===== src/rtl/time_pkg.sv =====
// Shared definitions for the clock display: segment patterns, digit slots and the frame snapshot.
package time_pkg;

  // Active-high segment patterns, bit order {g,f,e,d,c,b,a}.
  localparam logic [6:0] SEG_0     = 7'h3F;
  localparam logic [6:0] SEG_1     = 7'h06;
  localparam logic [6:0] SEG_2     = 7'h5B;
  localparam logic [6:0] SEG_3     = 7'h4F;
  localparam logic [6:0] SEG_4     = 7'h66;
  localparam logic [6:0] SEG_5     = 7'h6D;
  localparam logic [6:0] SEG_6     = 7'h7D;
  localparam logic [6:0] SEG_7     = 7'h07;
  localparam logic [6:0] SEG_8     = 7'h7F;
  localparam logic [6:0] SEG_9     = 7'h6F;
  localparam logic [6:0] SEG_DASH  = 7'h40;
  localparam logic [6:0] SEG_BLANK = 7'h00;

  typedef logic [1:0] dig_idx_t;

  localparam dig_idx_t DIG_ML = 2'd0;
  localparam dig_idx_t DIG_MH = 2'd1;
  localparam dig_idx_t DIG_HL = 2'd2;
  localparam dig_idx_t DIG_HH = 2'd3;

  typedef struct packed {
    logic [3:0] hh;
    logic [3:0] hl;
    logic [3:0] mh;
    logic [3:0] ml;
    logic       mode;
  } time_snap_t;

endpackage


===== src/rtl/bcd_to_seg7.sv =====
// BCD digit to active-high 7-segment pattern; non-BCD codes render as a dash.
module bcd_to_seg7
  import time_pkg::*;
(
  input  logic [3:0] bcd_i,
  output logic [6:0] seg_o
);

  always_comb begin
    seg_o = SEG_DASH;
    case (bcd_i)
      4'd0:    seg_o = SEG_0;
      4'd1:    seg_o = SEG_1;
      4'd2:    seg_o = SEG_2;
      4'd3:    seg_o = SEG_3;
      4'd4:    seg_o = SEG_4;
      4'd5:    seg_o = SEG_5;
      4'd6:    seg_o = SEG_6;
      4'd7:    seg_o = SEG_7;
      4'd8:    seg_o = SEG_8;
      4'd9:    seg_o = SEG_9;
      default: seg_o = SEG_DASH;
    endcase
  end

endmodule


===== src/rtl/time_display_scan.sv =====
// Four-digit multiplexed 7-segment driver for HH:MM with per-frame snapshot,
// 12-hour leading-zero blanking and a blinking colon on the hours-units dp.
module time_display_scan
  import time_pkg::*;
#(
  parameter int unsigned SCAN_DIV       = 50000,
  parameter int unsigned BLINK_FRAMES   = 250,
  parameter bit          SEG_ACTIVE_LOW = 1'b1
) (
  input  logic       clk,
  input  logic       reset,
  input  logic [3:0] HL,
  input  logic [3:0] HH,
  input  logic [3:0] ML,
  input  logic [3:0] MH,
  input  logic       mode,
  output logic [3:0] an,
  output logic [6:0] seg,
  output logic       dp
);

  localparam int unsigned PrescW = $clog2(SCAN_DIV);
  localparam int unsigned FrameW = (BLINK_FRAMES > 1) ? $clog2(BLINK_FRAMES) : 1;
  localparam logic [6:0]  SegOff = SEG_ACTIVE_LOW ? 7'h7F : 7'h00;
  localparam logic        DpOff  = SEG_ACTIVE_LOW;

  logic [PrescW-1:0] presc_q, presc_d;
  dig_idx_t          idx_q, idx_d;
  time_snap_t        snap_q, snap_d;
  logic [FrameW-1:0] frame_q, frame_d;
  logic              colon_q, colon_d;
  logic              run_q, run_d;
  logic [3:0]        an_q, an_d;
  logic [6:0]        seg_q, seg_d;
  logic              dp_q, dp_d;

  logic              tick, wrap;
  logic [3:0]        digit;
  logic [6:0]        digit_seg, seg_raw;
  logic              dp_raw;

  always_ff @(posedge clk or negedge reset) begin
    if (!reset) begin
      presc_q <= '0;
      idx_q   <= DIG_HH;
      snap_q  <= '0;
      frame_q <= '0;
      colon_q <= 1'b0;
      run_q   <= 1'b0;
      an_q    <= 4'b1111;
      seg_q   <= SegOff;
      dp_q    <= DpOff;
    end else begin
      presc_q <= presc_d;
      idx_q   <= idx_d;
      snap_q  <= snap_d;
      frame_q <= frame_d;
      colon_q <= colon_d;
      run_q   <= run_d;
      an_q    <= an_d;
      seg_q   <= seg_d;
      dp_q    <= dp_d;
    end
  end

  always_comb begin
    tick    = (presc_q == PrescW'(SCAN_DIV - 1));
    presc_d = tick ? '0 : presc_q + 1'b1;
    idx_d   = tick ? dig_idx_t'(idx_q + 2'd1) : idx_q;
    wrap    = tick && (idx_q == DIG_HH);
    run_d   = run_q | tick;

    snap_d = snap_q;
    if (wrap) begin
      snap_d.hh   = HH;
      snap_d.hl   = HL;
      snap_d.mh   = MH;
      snap_d.ml   = ML;
      snap_d.mode = mode;
    end

    // The wrap out of reset opens frame 0 but closes no frame, so it is not counted.
    frame_d = frame_q;
    colon_d = colon_q;
    if (wrap && run_q) begin
      if (frame_q == FrameW'(BLINK_FRAMES - 1)) begin
        frame_d = '0;
        colon_d = ~colon_q;
      end else begin
        frame_d = frame_q + 1'b1;
      end
    end
  end

  // Outputs are decoded from the next index and next snapshot so that the first
  // slot of a frame already shows the freshly captured digits.
  always_comb begin
    digit = '0;
    unique case (idx_d)
      DIG_ML: digit = snap_d.ml;
      DIG_MH: digit = snap_d.mh;
      DIG_HL: digit = snap_d.hl;
      DIG_HH: digit = snap_d.hh;
    endcase

    if ((idx_d == DIG_HH) && !snap_d.mode && (snap_d.hh == 4'd0)) begin
      seg_raw = SEG_BLANK;
    end else begin
      seg_raw = digit_seg;
    end
    dp_raw = (idx_d == DIG_HL) && colon_d;

    an_d  = an_q;
    seg_d = seg_q;
    dp_d  = dp_q;
    if (tick) begin
      an_d  = ~(4'b0001 << idx_d);
      seg_d = seg_raw ^ {7{SEG_ACTIVE_LOW}};
      dp_d  = dp_raw ^ SEG_ACTIVE_LOW;
    end
  end

  bcd_to_seg7 u_dec (
    .bcd_i (digit),
    .seg_o (digit_seg)
  );

  assign an  = an_q;
  assign seg = seg_q;
  assign dp  = dp_q;

endmodule

===== config.mk =====
export PLATFORM = sky130hd
export DESIGN_NAME = time_display_scan
export DESIGN_NICKNAME = d
export VERILOG_FILES = /design/src/rtl/time_pkg.sv /design/src/rtl/bcd_to_seg7.sv /design/src/rtl/time_display_scan.sv
export SDC_FILE = /design/constraint.sdc
export NUM_CORES = 1
export LEC_CHECK = 0
export CAP_MARGIN = 20
export CORE_MARGIN = 4
export CORE_UTILIZATION = 35
export CTS_CLUSTER_SIZE = 40
export DETAILED_ROUTE_END_ITERATION = 7
export DONT_BUFFER_PORTS = 1
export GPL_ROUTABILITY_DRIVEN = 0
export PLACE_DENSITY = 0.61
export SKIP_LAST_GASP = 1
export SYNTH_ARGS = -nofsm -noshare
export SYNTH_HDL_FRONTEND = slang
export SYNTH_HIERARCHICAL = 1
export SYNTH_SLANG_ARGS = --single-unit

===== constraint.sdc =====
create_clock -name clk -period 5.1 [get_ports clk]
set_input_delay 1.275 -clock clk [delete_from_list [all_inputs] [get_ports clk]]
set_output_delay 1.275 -clock clk [all_outputs]
set_load 0.1 [all_outputs]

==> impl_results.md, run 1 <==
* Cell Area, Synth at 0.00307 mm²
* Total power divided by cell area at 268 mW/mm²
* I/O pin cnt at 31
* Worst-Skew Late Latency at 0.34 ns
* Sequential fraction of design power at 50.6%
* CP required at 5.36 ns
* DP HPWL at 4690 µm
* Crit Path Category: reg2reg
* Slowest-stage cell, CP: dfstp_2
* Crit start category: register
* Synth Area in Compound Gates at 10.9%
* Core area at 0.00838 mm²
* Post-CTS sizing at 0
* Crit path largest cell delay at 0.78 ns
* Area growth from synthesis to layout at 8.79%
* Worst Max-Slew Pin Slew at 0.917 ns
* Post-Synth Adder-Cell Area at 4.07%
* Number of synthesized flops with an enable pin at 0
* Critical Path Stages at 11
* Routed wire per std cell at 15.3 µm
* Vias in the first global route at 2299
* DIE WIDTH at 102 µm
* Worst setup EP type: register
* Die height at 102 µm
* Share of layout cells above drive strength 1 at 13.7%
* R2r worst-path depth at 11
* Synth cell types at 49
* CTS H-tree depth at 3
* Synth Flop Type: dfrtp_1
* Post-synthesis simple-gate area fraction at 23.6%
* Hold_ws at 0.469 ns
* Static Leak at 1.50 nW
* Worst path most repeated cell: ha_1
* Clk sinks at 57
* Fin. Hold Viols at 0
* Pin count of the biggest net entering global routing at 58
* CTS Buffer Depth at 2
* Row count at 33
* Vias at 2199
* Postcts setup bufs at 0
* Final setup vio count at 0
* VDD IR max at 0.000104 V
* CTS Buf Count at 9
* Area of the multi-input gates at 0.00151 mm²
* Rel. slew slack at 38.3%
* Ant. Diodes at 0
* Post-synthesis xor/xnor area fraction at 5.13%
* Tcrit/Tclk final at 77.3%
* Multiplexer area fraction after synthesis at 5.33%
* F_max at 254 MHz
* Antenna-violating nets left at 0
* Worst path arrival time at 4.20 ns
* Number of I/O port buffers at 0
* TNS Setup at 0 ns
* Final Max Tran Viols at 0
* Crit-path cells: ha_1 -> nand4_1 -> nor4_4 -> mux2_2 -> nor2_1 -> o31ai_1 -> inv_1 -> ha_1 -> and2b_1 -> o31a_1 -> a21oi_1
* Syn_area_per_cell at 9.40 µm²
* Hold WC Path Type: reg2reg
* Switching Fraction at 19.7%
* Detailed Route WL at 6620 µm
* Hold Path Stages at 2
* Min cycle time layout at 3.94 ns
* Final total power at 0.895 mW
* Hold endpoint: snap_q[0]$_DFF_PN0_
* Filler cells at 851
* Largest family of logic cells by synthesized area: simple AND/OR/NAND/NOR gates
* Critical path peak fanout at 23
* Worst-path clk slew at 0.06 ns
* Register Area at 0.00144 mm²
* Synth warn at 6
* P_sw at 0.176 mW
* Vias/cell at 5.07
* Initial antenna violation count at 0
* Max cap viols at 0
* Sequential-to-total area share from yosys stat at 47.0%
* CTS tree: yes
* Clock root buffer: clkbuf_8
* DIE AREA at 0.0103 mm²
* FF-to-FF setup slack at 1.16 ns
* Synth Net Count at 356
* Post-synthesis async set-or-reset flop share at 100%
* Internal at 0.719 mW
* Clk_skew at 0.0113 ns
* Clock Power Share at 49.3%
* CTS Hold Bufs at 0
* RSZ-0062 raised after global routing: false
* Synth Register Bits at 57
* Residual DRC count at 0
* Reg2reg end: seg[5]$_DFFE_PN1N_
* First-pass GRT wire length at 11600 µm
* Delay-heaviest family, CP: simple AND/OR/NAND/NOR gates
* Combinational share of power at 0.1%
* Drt initial violations at 126
* Global Route Usage Sum at 14.3%
* Initial Util at 36.7%
* Cells after synthesis at 327
* Layout net count at 353
* Hold_sp: snap_q[0]$_DFF_PN0_
* Outcome: finished clean
* DRT Pass-1 Iters at 4
* Reg-to-Reg Start: idx_q[0]$_DFF_PN1_
* Grt ovf at 0
* CP Buf/Inv Count at 1
[worst max path at each step]
| stage | from | end | slack, ns |
|---|---|---|---|
| after detailed placement | idx_q[0]$_DFF_PN1_ | seg[5]$_DFFE_PN1N_ | 1.16 |
| after global routing | idx_q[0]$_DFF_PN1_ | seg[5]$_DFFE_PN1N_ | 0.75 |
| final | idx_q[0]$_DFF_PN1_ | seg[5]$_DFFE_PN1N_ | 1.16 |
| after global placement | idx_q[0]$_DFF_PN1_ | seg[5]$_DFFE_PN1N_ | 1.41 |
| after CTS | idx_q[0]$_DFF_PN1_ | seg[5]$_DFFE_PN1N_ | 1.16 |
| after floorplan | presc_q[11]$_DFF_PN0_ | seg[5]$_DFFE_PN1N_ | 1.80 |
[logic make-up (layout without fill, tap and decap cells)]
family	count (synthesis)	in the layout
adders and majority gates	10	10
and+or+nand+nor	146	146
muxes	14	14
buffers and inverters	27	29
DFF	57	57
xor gates and xnor gates	18	18
AOI/OAI and AO/OA	55	55
[power by group through the flow]
stage / clock, mW / sequential [mW] / combinational, mW
after floorplan: 0 / 0.461 / 0.000755
after global placement: 0 / 0.461 / 0.000821
after detailed placement: 0 / 0.461 / 0.000816
after CTS: 0.457 / 0.453 / 0.000815
after global routing: 0.477 / 0.452 / 0.000953
final: 0.441 / 0.453 / 0.000820
[flip-flops by register name, summed over array words and instances, names as in the netlist]
signal,count
snap_q,17
presc_q,16
colon_q,1
idx_q,2
an,4
seg,7
run_q,1
dp,1
frame_q,8
[through the flow]
stage / cell area, µm² / instances / worst slack [ns] / utilization [%]
6_report: 3340 / 434 / 1.16 / 39.9
3_5_place_dp: 3140 / 418 / 1.16 / 37.4
3_3_place_gp: 3140 / 418 / 1.41 / 37.4
5_1_grt: 3340 / 434 / 0.753 / 39.9
2_1_floorplan: 3070 / 327 / 1.80 / -
4_1_cts: 3340 / 434 / 1.16 / 39.9
[layout by cell type (no fill, tap or decap), drive strengths merged, types with 5 or more instances in the layout]
cell / synthesis / final
a21oi: 13 / 13
a31oi: 6 / 6
and3: 7 / 7
clkbuf: 11 / 14
dfrtp: 43 / 43
dfstp: 14 / 14
ha: 10 / 10
inv: 12 / 12
mux2: 6 / 6
mux2i: 7 / 7
nand2: 59 / 59
nand3: 8 / 8
nand4: 7 / 7
nor2: 33 / 33
nor3: 7 / 7
o21ai: 18 / 18
o22ai: 5 / 5
xor2: 14 / 14
[cells in the mapped netlist, types with 3 or more instances]
master	number	area share, %
nand2_1	59	7.2
dfrtp_1	43	35
nor2_1	33	4.0
o21ai_0	18	2.9
dfstp_2	14	12
xor2_1	14	4.0
a21oi_1	13	2.1
inv_1	12	1.5
clkbuf_1	11	1.3
ha_1	10	4.1
and3_1	7	1.4
mux2i_1	7	2.3
nand3_1	7	1.1
nand4_1	7	1.4
nor3_1	7	1.1
a31oi_1	5	1.0
mux2_2	5	1.8
o22ai_1	5	1.0
xnor2_1	4	1.1
a21o_1	3	0.73
and2_1	3	0.61
or3_1	3	0.61
[worst register-to-register path: stages (launching register included)]
cell and delay, ns:
dfstp_2 0.78, ha_1 0.63, nand4_1 0.25, nor4_4 0.49, mux2_2 0.28, nor2_1 0.04, o31ai_1 0.45, inv_1 0.18
ha_1 0.25, and2b_1 0.16, o31a_1 0.24, a21oi_1 0.13
[metal layers]
metal | GRT usage, % | up-vias | share of wire, %
met1 | 19.8 | 1037 | 48
met2 | 21.1 | 36 | 46
met5 | 0 | - | 0
met3 | 3.58 | 7 | 5.0
met4 | 6.44 | 0 | 1.6
li1 | - | 1119 | -
[area by class of cell]
type / instances / area share (%)
clock buffer: 14 / 5.16
clock inverter: 2 / 1.05
inverter: 12 / 1.35
multi-input combinational: 243 / 45.1
sequential: 57 / 43.2
tap: 105 / 3.93
timing repair buffer: 1 / 0.224
Power figures use the tool's default switching activity.
==> run 2, diff against run 1 <==
--- a/config.mk
+++ b/config.mk
@@ -5,6 +5,7 @@
 export SDC_FILE = /design/constraint.sdc
 export NUM_CORES = 1
 export LEC_CHECK = 0
+export ABC_AREA = 1
 export CAP_MARGIN = 20
 export CORE_MARGIN = 4
 export CORE_UTILIZATION = 35
==> constraint.sdc (replaced) <==
create_clock -name clk -period 4.1 [get_ports clk]
set_input_delay 1.025 -clock clk [delete_from_list [all_inputs] [get_ports clk]]
set_output_delay 1.025 -clock clk [all_outputs]
set_load 0.1 [all_outputs]
==> run 2 against run 1 <==
  * Via count increased by 5.0%
  * Highest routed layer unchanged
  * Critical path type unchanged
  * Sequential cell count did not move
  * Critical path depth increased by 7
  * Clock-buffer cell count down 1
  * Utilization is 0.29 points higher
  * Design area is 0.22% higher
==> impl_results.md, run 2 <==
* Commonest non-fill, non-tap cell in the layout: nand2_1
* Synth cell types at 38 (-22%)
* Rel. slew slack at 54.7% (+16 points)
* Worst Max-Slew Pin Slew at 0.674 ns (-0.243 ns)
* Synth Register Bits at 57 (unchanged)
* CTS Buf Count at 9 (unchanged)
* Filler cells at 866 (+1.8%)
* Worst path most repeated cell: nand2_1
* Area growth from synthesis to layout at 9.62%
* Ant. Diodes at 0 (unchanged)
* RSZ-0062 raised after global routing: false
* Clk sinks at 57 (unchanged)
* Synth Flop Type: dfrtp_1
* First-pass GRT wire length at 10700 µm (-8.3%)
* Tcrit/Tclk final at 73.9% (-3.4 points)
* Sequential-to-total area share from yosys stat at 47.2% (+0.25 points)
* Top Registers: snap_q (17), presc_q (16), frame_q (8)
* Initial Util at 36.7% (about the same)
* Post-CTS sizing at 0 (unchanged)
* Fin. Hold Viols at 0 (unchanged)
* Core area at 0.00834 mm² (-0.49%)
* DP HPWL at 4500 µm (-4.1%)
* CTS H-tree depth at 3 (unchanged)
* CP Buf/Inv Count at 2 (+1)
* Worst setup EP type: register
* Final instance area at 0.00335 mm² (+0.22%)
* Max cap viols at 0 (unchanged)
* Vias in the first global route at 2172 (-5.5%)
* Worst-Skew Late Latency at 0.34 ns (about the same)
* Crit-path cells: ha_1 -> nand3_2 -> nor2_4 -> nand2_1 -> nand2_1 -> nand2_2 -> nor2_1 -> nand2_1 -> nand4_1 -> inv_1 -> ha_1 -> nand2_1 -> nand2_1 -> nand2_1 -> nand2_1 -> inv_1 -> nor2_1 -> a21oi_2
* FF-to-FF setup slack at 1.07 ns (-0.09 ns)
* Area leader, netlist: dfrtp_1
* Final Max Tran Viols at 0 (unchanged)
* Worst path arrival time at 3.29 ns (-0.91 ns)
* TNS Setup at 0 ns (unchanged)
* Final Util at 40.2% (+0.29 points)
* Layout net count at 414 (+17%)
* Share of layout cells above drive strength 1 at 15.9% (+2.2 points)
* Crit Path Category: reg2reg
* Postcts setup bufs at 0 (unchanged)
* Final setup vio count at 0 (unchanged)
* Critical path peak fanout at 11 (-52%)
* Clk_skew at 0.0108 ns (-0.000526 ns)
* Crit path largest cell delay at 0.37 ns (-0.41 ns)
* CP required at 4.36 ns (-1.00 ns)
* Hold WC Path Type: in2async
* DIE WIDTH at 101 µm (-0.25%)
* Routed wire per std cell at 12.4 µm (-19%)
* Most frequent cell after synthesis: nand2_1
* Crit start category: register
* Delay-heaviest family, CP: simple AND/OR/NAND/NOR gates
* Grt ovf at 0 (unchanged)
* CTS tree: yes
* Antenna-violating nets left at 0 (unchanged)
* F_max at 330 MHz (+30%)
* Number of I/O port buffers at 0 (unchanged)
* CTS Buffer Depth at 2 (unchanged)
* DIE AREA at 0.0103 mm² (-0.49%)
* Detailed Route WL at 6140 µm (-7.3%)
* Worst-path clk slew at 0.07 ns (about the same)
* Row count at 33 (unchanged)
* Vias/cell at 4.67 (-7.9%)
* DRT Pass-1 Iters at 4 (unchanged)
* Initial antenna violation count at 0 (unchanged)
* Area contributors post-synth: dfrtp_1 35%, nand2_1 15%, dfstp_2 12%
* Pin count of the biggest net entering global routing at 58 (unchanged)
* CTS Hold Bufs at 0 (unchanged)
* I/O pin cnt at 31 (unchanged)
* Cell Area, Synth at 0.00306 mm² (-0.53%)
* Residual DRC count at 0 (unchanged)
* Synth Net Count at 409 (+15%)
* Synth top area share at 35.2% (+0.19 points)
* Synth warn at 6 (unchanged)
* Area after DPL at 0.00315 mm² (+0.52%)
* Outcome: finished clean
* Syn_area_per_cell at 8.05 µm² (-14%)
* Min cycle time layout at 3.03 ns (-0.914 ns)
* Slowest-stage cell, CP: dfrtp_1
* Vias at 2310 (+5.0%)
* Biggest register: snap_q
* Drt initial violations at 99 (-21%)
* Clock root buffer: clkbuf_8
* Most frequent cells in the layout: 124 x nand2_1, 47 x inv_1, 43 x dfrtp_1
* Number of synthesized flops with an enable pin at 0 (unchanged)
* Die height at 101 µm (-0.25%)
* Global Route Usage Sum at 13.3% (-1.1 points)
* Post-synthesis async set-or-reset flop share at 100% (unchanged)
* Max FFs per register at 17 (unchanged)
* Post-synth top cells: 124 x nand2_1, 47 x inv_1, 43 x dfrtp_1
* Cells after synthesis at 380 (+16%)
-- run 2: cell count changes in the layout (fill, tap and decap cells not counted), moves of 9 or more --
cell and change:
xor2_1 -9, o21ai_0 -12, nand2_1 +65, inv_1 +35
-- run 2: cell families after synthesis --
logic type,count (synthesis),synth area share (%)
adders and majority gates,10,4.09
buffers and inverters,60,7.82
and+or+nand+nor,213,31.7
DFF,57,47.2
AOI/OAI and AO/OA,33,6.96
xor gates and xnor gates,7,2.25
-- run 2: final cells by class --
type	count	area [µm²]	share of cell area (%)
Sequential cell	57	1440	43.1
Inverter	54	203	6.05
Clock inverter	3	40.0	1.19
Clock buffer	13	159	4.74
Multi-Input combinational cell	263	1380	41.0
Tap cell	105	131	3.92
-- run 2: worst paths after layout --
path | from | endpoint | depth (start not counted)
min in group clk | presc_q[0]$_DFF_PN0_ | presc_q[0]$_DFF_PN0_ | 1
max reg2reg | presc_q[0]$_DFF_PN0_ | seg[3]$_DFFE_PN1N_ | 18
max | presc_q[0]$_DFF_PN0_ | seg[3]$_DFFE_PN1N_ | 18
max in group asynchronous | reset | idx_q[1]$_DFF_PN1_ | 0
min | reset | snap_q[4]$_DFF_PN0_ | 0
min reg2reg | presc_q[0]$_DFF_PN0_ | presc_q[0]$_DFF_PN0_ | 1
-- run 2: worst reg2reg max path: stages, from the launching register on --
cell and delay, ns:
dfrtp_1 0.37, ha_1 0.20, nand3_2 0.14, nor2_4 0.25, nand2_1 0.29, nand2_1 0.16, nand2_2 0.09, nor2_1 0.28
nand2_1 0.10, nand4_1 0.19, inv_1 0.14, ha_1 0.30, nand2_1 0.06, nand2_1 0.08, nand2_1 0.05, nand2_1 0.05
inv_1 0.04, nor2_1 0.13, a21oi_2 0.07
-- run 2: stage by stage --
stage / cells / hold WS (ns) / setup WS, ns
finish: 495 / 0.378 / 1.07
global placement: 479 / 0.442 / 1.26
floorplan: 380 / 0.430 / 1.61
global route: 495 / 0.354 / 0.691
CTS: 495 / 0.353 / 1.09
detailed placement: 479 / 0.456 / 1.10
-- run 2: per-layer routing --
| layer | vias up | GRT usage (%) | share of wire [%] | routed length, µm |
|---|---|---|---|---|
| li1 | 1206 | - | - | - |
| met1 | 1042 | 18.6 | 48 | 2980 |
| met2 | 48 | 19.2 | 44 | 2720 |
| met3 | 14 | 4.06 | 4.8 | 296 |
| met4 | 0 | 5.11 | 2.4 | 145 |
| met5 | - | 0 | 0 | 0 |
